==> config.mk <==
export PLATFORM = sky130hd
export DESIGN_NAME = lsu
export DESIGN_NICKNAME = d
export VERILOG_FILES = /design/src/rtl/lsu_pkg.sv /design/src/rtl/lsu_extract.sv /design/src/rtl/lsu.sv
export SDC_FILE = /design/constraint.sdc
export NUM_CORES = 1
export LEC_CHECK = 0
export BUFFER_PORTS_ARGS = -buffer_cell sky130_fd_sc_hd__buf_2
export CORE_MARGIN = 2
export CORE_UTILIZATION = 38
export DETAILED_ROUTE_END_ITERATION = 10
export PLACE_DENSITY_LB_ADDON = 0.3
export SYNTH_ARGS = -nofsm -noshare
export SYNTH_HDL_FRONTEND = slang
export SYNTH_HIERARCHICAL = 1
export SYNTH_SLANG_ARGS = --single-unit
==> constraint.sdc <==
create_clock -name clk -period 1.9 [get_ports clk]
set_input_delay 0.38 -clock clk [delete_from_list [all_inputs] [get_ports clk]]
set_output_delay 0.38 -clock clk [all_outputs]
set_load 0.02 [all_outputs]
==> src/rtl/lsu_pkg.sv <==
// Shared types for the load/store unit: address/data/enable widths, access
// size encoding, FSM states and small per-access helpers.
package data;

    localparam int ADDR_W = 32;
    localparam int DATA_W = 32;
    localparam int EN_W   = 4;

    typedef logic [ADDR_W-1:0] addr_t;
    typedef logic [DATA_W-1:0] data_t;
    typedef logic [EN_W-1:0]   en_t;

    typedef enum logic [1:0] {
        SIZE_B = 2'b00,
        SIZE_H = 2'b01,
        SIZE_W = 2'b10
    } size_t;

    typedef enum logic {
        IDLE = 1'b0,
        RESP = 1'b1
    } state_t;

    // Reserved encoding 2'b11 is treated as a word everywhere.
    function automatic en_t size_wen(input size_t size);
        case (size)
            SIZE_B:  size_wen = 4'b0001;
            SIZE_H:  size_wen = 4'b0011;
            default: size_wen = 4'b1111;
        endcase
    endfunction

    function automatic logic misaligned(input size_t size, input logic [1:0] lsb);
        case (size)
            SIZE_B:  misaligned = 1'b0;
            SIZE_H:  misaligned = lsb[0];
            default: misaligned = (lsb != 2'b00);
        endcase
    endfunction

endpackage

==> src/rtl/lsu_extract.sv <==
// Combinational selection and sign/zero extension of RAM read data
// according to the access size of the pending load.
module lsu_extract
    import data::*;
(
    input  data_t rdata,
    input  size_t size,
    input  logic  is_unsigned,
    output data_t ext
);

    logic signed [7:0]  byte_s;
    logic signed [15:0] half_s;

    assign byte_s = rdata[7:0];
    assign half_s = rdata[15:0];

    always_comb begin
        ext = rdata;
        case (size)
            SIZE_B:  ext = is_unsigned ? {24'd0, rdata[7:0]}  : data_t'(32'(byte_s));
            SIZE_H:  ext = is_unsigned ? {16'd0, rdata[15:0]} : data_t'(32'(half_s));
            default: ext = rdata;
        endcase
    end

endmodule

==> src/rtl/lsu.sv <==
// Load/store unit: one request in flight, one-cycle response latency, full
// throughput when the consumer is ready. Define LSU_MISALIGN_TRAP_EN to turn
// misaligned half/word accesses into error responses instead of RAM accesses.
module lsu
    import data::*;
(
    input  logic  clk,
    input  logic  rst,
    input  logic  req_valid,
    output logic  req_ready,
    input  logic  req_we,
    input  size_t req_size,
    input  logic  req_unsigned,
    input  addr_t req_addr,
    input  data_t req_wdata,
    output logic  rsp_valid,
    input  logic  rsp_ready,
    output data_t rsp_rdata,
    output logic  rsp_err,
    output en_t   ram_wen,
    output addr_t ram_addr,
    output data_t ram_wdata,
    input  data_t ram_rdata
);

    state_t state, state_nxt;
    logic   accept;
    logic   mis;

    addr_t  addr_p1;
    size_t  size_p1;
    logic   uns_p1;
    logic   we_p1;
    logic   err_p1;
    data_t  ext;

`ifdef LSU_MISALIGN_TRAP_EN
    assign mis     = misaligned(req_size, req_addr[1:0]);
    assign rsp_err = rsp_valid & err_p1;
`else
    assign mis     = 1'b0;
    assign rsp_err = 1'b0;
`endif

    // Gating with rst keeps any store from reaching the RAM while reset is held.
    assign req_ready = ~rst & ((state == IDLE) | rsp_ready);
    assign accept    = req_valid & req_ready;
    assign rsp_valid = (state == RESP);

    always_ff @(posedge clk or posedge rst) begin
        if (rst) state <= IDLE;
        else     state <= state_nxt;
    end

    always_comb begin
        state_nxt = state;
        case (state)
            IDLE: if (accept) state_nxt = RESP;
            RESP: if (rsp_ready) state_nxt = accept ? RESP : IDLE;
            default: state_nxt = IDLE;
        endcase
    end

    // ---- stage p1: request fields held for the response cycle ----
    always_ff @(posedge clk or posedge rst) begin
        if (rst) begin
            addr_p1 <= '0;
            size_p1 <= SIZE_B;
            uns_p1  <= 1'b0;
            we_p1   <= 1'b0;
            err_p1  <= 1'b0;
        end else if (accept) begin
            addr_p1 <= req_addr;
            size_p1 <= req_size;
            uns_p1  <= req_unsigned;
            we_p1   <= req_we;
            err_p1  <= mis;
        end
    end

    // Holding the address outside accepts keeps ram_rdata stable during stalls.
    assign ram_addr  = accept ? req_addr : addr_p1;
    assign ram_wen   = (accept & req_we & ~mis) ? size_wen(req_size) : '0;
    assign ram_wdata = req_wdata;

    lsu_extract u_extract (
        .rdata       (ram_rdata),
        .size        (size_p1),
        .is_unsigned (uns_p1),
        .ext         (ext)
    );

    assign rsp_rdata = (rsp_valid & ~we_p1 & ~err_p1) ? ext : '0;

endmodule

Word-level counts from Yosys, hierarchy flattened. Cells that the tools add are included.

ROM bits: 0. Bits in latches: 0. Bits in writable memories: 0. Output and inout bits: 103. Memories kept: 0. Logic and storage cells: 27. Bits of input ports: 104. Register bits: 37.

Bitwise gates (word level): 8. Equal/unequal tests: 2. Multipliers: 0. Shift-type cells: 0. Reductions and logical operators: 2. Div/mod/pow operators: 0. Magnitude comparators: 0. Mux-type cells: 10. $add $sub $neg: 0.

Operators with widths (number): 32-bit two-way mux (4); 32-bit case mux with 2 select lines (1); 4-bit case mux with 2 select lines (1); 1-bit AND (4); 2-bit by 1-bit equality test with 1-bit output, second input constant (2); 2-bit logical NOT (2); 4-bit two-way mux (1); 1-bit inverter (3); 1-bit two-way mux (2); 1-bit case mux with 2 select lines (1); 1-bit OR (1).

Longest topological paths before layout.
Word-level depth: 7. Mapped depth: 6. Depth with buffers taken out: 3.

By module. The synthesis kept the hierarchy.

Modules (own cells, without submodules): lsu (sequential area each 925.9 µm², area an instance 2025.7 µm², cells an instance 159, instances 1); lsu_extract (sequential area each 0.0 µm², area an instance 355.3 µm², cells an instance 67, instances 1).

Worst setup path before layout. OpenSTA, ideal clock, no wires.

Kind: in2out. From: input port rst. To: output port req_ready. Slack: 0.000 ns. Buffers on the path: 0. Stages: 2. Required time: 1.520 ns. Arrival time: 1.520 ns. Path through: inv_1 and2_1.

Cells in the longest elaborated chain, start to end: 2.

Ends and longest elaborated chain: from (decl) (RTL line lsu.sv:8) `input logic rst,`; 1-bit inverter (RTL line lsu.sv:46) `assign req_ready = ~rst & ((state == IDLE) | rsp_ready);`; 1-bit AND (RTL line lsu.sv:46); to (decl) (RTL line lsu.sv:10) `output logic req_ready,`.

No other way between the ends.

Final worst setup path.
From: register size_p1[1]. To: output port rsp_rdata[10].

Cells in the longest elaborated chain, start to end: 3. Elaborated cells between the ends (all ways): 4. Those cells by class: eq/ne: 1; mux: 2; reduce/logical: 1.

Ends and longest elaborated chain: from (decl) (RTL line lsu.sv:31) `size_t size_p1;`; from (signal assigned) (RTL line lsu.sv:74) `size_p1 <= req_size;`; 2-bit by 1-bit equality test with 1-bit output / 2-bit logical NOT (equally long branches) (RTL line lsu_extract.sv:20) `case (size)`; 32-bit case mux with 2 select lines * (RTL line lsu_extract.sv:20); named net ext[10] (RTL line lsu.sv:35) `data_t ext;`; 32-bit two-way mux * (RTL line lsu.sv:93) `assign rsp_rdata = (rsp_valid & ~we_p1 & ~err_p1) ? ext : '0;`; to (decl) (RTL line lsu.sv:18) `output data_t rsp_rdata,`.

Mark *: on every way through the listed nets, which the timed path passes. The rest lies on a longest branch.

==> flow_metrics.env <==
export IMPL_design_final_nets=455
export IMPL_place_port_buffers=141
export IMPL_final_common_cell="buf_2"
export IMPL_placed_instance_area_um2=2870
export IMPL_setup_violations_final=43
export IMPL_via_per_inst=4.64
export IMPL_endpoint_kind="output pin"
export IMPL_synth_distinct_cells=23
export IMPL_initial_antenna_violation_count=0
export IMPL_timing_final_hold_violations=0
export IMPL_drt_first_iter_violations=40
export IMPL_critPathLaunch="size_p1[1]"
export IMPL_maxCapViolations=0
export IMPL_synth_seq_area_share=0.389
export IMPL_placedCellCount=398
export IMPL_synth_compound_area_frac=0.0504
export IMPL_timing_critical_path_required_ns=1.52
export IMPL_drcViolationCount=0
export IMPL_synth_cells=226
export IMPL_fin_skew_ns=0.00405
export IMPL_synth_top_family_by_area="multiplexers"
export IMPL_initial_core_util=0.397
export IMPL_ant_diodes=0
export IMPL_grt_first_pass_wirelength_mm=10.1
export IMPL_synthTopCellsByArea="dfrtp_1 39%, mux2_4 17%, buf_4 14%"
export IMPL_gr_usage_all_layers=0.184
export IMPL_final_period_utilization=1.06
export IMPL_layout_min_cycle_time_ns=2.01
export IMPL_cts_buffers=5
export IMPL_pin_count_of_the_biggest_net_entering_global_routing=38
export IMPL_yosys_warnings=6
export IMPL_rsz0062_at_grt="true"
export IMPL_sequence_of_cells_on_the_critical_path="or4b_4 > nand2_1 > and2_1 > buf_6"
export IMPL_register_area_um2=928
export IMPL_cts_h_tree_lvls=2
export IMPL_p_total_uw=3160
export IMPL_critPathLaunchType="register"
export IMPL_clkLatencyLatePin_ns=0.28
export IMPL_detail_route_wl_per_cell_um=15.6
export IMPL_die_area_um2=6910
export IMPL_placementRows=28
export IMPL_synth_top_cell_area_share=0.389
export IMPL_ios=207
export IMPL_clock_root_buffer="clkbuf_8"
export IMPL_crit_path_max_incr_delay_ns=0.58
export IMPL_final_fill_count=487
export IMPL_synth_fp_nets=330
export IMPL_layout_cells_non_filler=427
export IMPL_dieHeight_um=83.2
export IMPL_power_leakage_uw=0.00197
export IMPL_final_critical_path_setup_slack_ns=-0.112
export IMPL_clock_tree_from_tritoncts="yes"
export IMPL_yosys_area_top_type="dfrtp_1"
export IMPL_synth_adder_area_share=0
export IMPL_wl_mm=6.64
export IMPL_synth_area_mux_share=0.219
export IMPL_crit_path_top_delay_cell="or4b_4"
export IMPL_worst_hold_path_type="input pin to asynchronous set/reset pin"
export IMPL_setup_total_negative_slack_ns=-1.95
export IMPL_drt_pre_antenna_iters=4
export IMPL_cts_max_path_buffers=2
export IMPL_post_synthesis_register_bit_count=37
export IMPL_layout_drive_gt1_share=0.719
export IMPL_failing_checks="negative setup slack"
export IMPL_grt_overflow=0
export IMPL_routabilityCongestion=0.819
export IMPL_fin_area_um2=3680
export IMPL_drt_antenna_violating_nets=0
export IMPL_worst_setup_path_type="register to output pin"
export IMPL_layout_cells_most_common_list="83 x buf_2, 61 x buf_6, 35 x dfrtp_1, 30 x mux2_4, 25 x nand2_1"
export IMPL_core_area_um2=5990
export IMPL_cp_buffers_inverters=1
export IMPL_first_global_vias=2058
export IMPL_timing_final_max_slew_violations=0
export IMPL_peakVddDrop_mv=0.642
export IMPL_synth_simple_gate_area_frac=0.164
export IMPL_syn_to_final_growth_pct=54.8
export IMPL_netlist_area_um2=2380
export IMPL_power_per_cell_area_nw_per_um2=859
export IMPL_outcome="complete, but fails checks"
export IMPL_die_width_um=83.2
export IMPL_timing_critical_path_arrival_ns=1.63
export IMPL_clk_pin_slew_ns=0.07
export IMPL_via_count=1981
export IMPL_cp_max_fo=8
export IMPL_critPathTopFamily="simple AND/OR/NAND/NOR gates"
export IMPL_multi_input_comb_area_um2=1190
export IMPL_detailed_place_hpwl_mm=4.66
export IMPL_total_clock_sinks=37
export IMPL_synth_avg_cell_area_um2=10.5
export IMPL_synth_xor_xnor_area_share=0
export IMPL_hold_ws_ns=0.247
export IMPL_fmax_mhz=497
export IMPL_critical_r2r_launch="rsp_valid"
## stage by stage
step / setup slack [ns] / util
after floorplan: 0.000219 / -
after global placement: 0.0379 / 0.479
after detailed placement: 0.0236 / 0.479
after CTS: -0.141 / 0.561
after global routing: -0.187 / 0.615
final: -0.112 / 0.615
## metal layers
metal | part of all wire | wire length, um | track usage | vias up
li1 | - | - | - | 941
met5 | 0 | 0 | 0 | -
met3 | 0.088 | 585 | 0.0716 | 16
met2 | 0.51 | 3370 | 0.304 | 99
met1 | 0.38 | 2550 | 0.212 | 925
met4 | 0.022 | 145 | 0.0775 | 0
## report_power, final
group          leakage (uW)  switching [uW]  internal [uW]  total, uW
Sequential         0.000433            62.9            932        995
Combinational       0.00147             682            789       1470
Clock             0.0000585             270            428        698
Total               0.00197            1020           2150       3160
## worst reg2reg max path: cells and delay by family, from the launching register on
kind / cells / cell delay, ns
buffers and inverters: 3 / 0.33
and+or+nand+nor: 2 / 0.30
DFF: 1 / 0.42
muxes: 1 / 0.31
## cells by family after synthesis
kind of cell,after synthesis
buffers and inverters,58
and+or+nand+nor,69
muxes,37
DFF,37
AOI/OAI and AO/OA,24
other,1
## layout make-up
type,count,share of cell area
multi-input combinational,133,0.322
tap,75,0.0255
inverter,2,0.00204
clock buffer,7,0.0234
timing repair buffer,172,0.367
clock inverter,1,0.00815
sequential,37,0.252
## cell usage after synthesis (all sizes together)
library cell,instances
and2,34
and2b,1
and3,1
buf,49
clkbuf,7
conb,1
dfrtp,37
inv,2
mux2,36
mux2i,1
nand2,26
nand2b,1
nor2,2
nor2b,1
nor3,1
o21ai,24
or2,1
or4b,1
## sequential cells by signal, summed over array words and instances, names as in the netlist
name       flops
addr_p1       32
uns_p1         1
we_p1          1
rsp_valid      1
size_p1        2
## final timing paths
kind	to	slack, ns	depth (start not counted)
max	rsp_rdata[10]	-0.11	4
max reg2reg	uns_p1	0.42	6
min reg2reg	addr_p1[28]	0.51	1
min	uns_p1	0.25	3
min in group clk	uns_p1	0.33	2
max in group asynchronous	size_p1[0]	1.32	3
## repair_timing
item / in CTS / in global routing
gates resized for setup: 99 / 83
pin swaps: 6 / 4
setup buffers: 9 / 9
endpoints found under the setup margin: 60 / 66
hold buffers: 0 / 0
gates cloned: 1 / 2
endpoints found under the hold margin: 0 / 0
(Power assumes the default switching activity.)
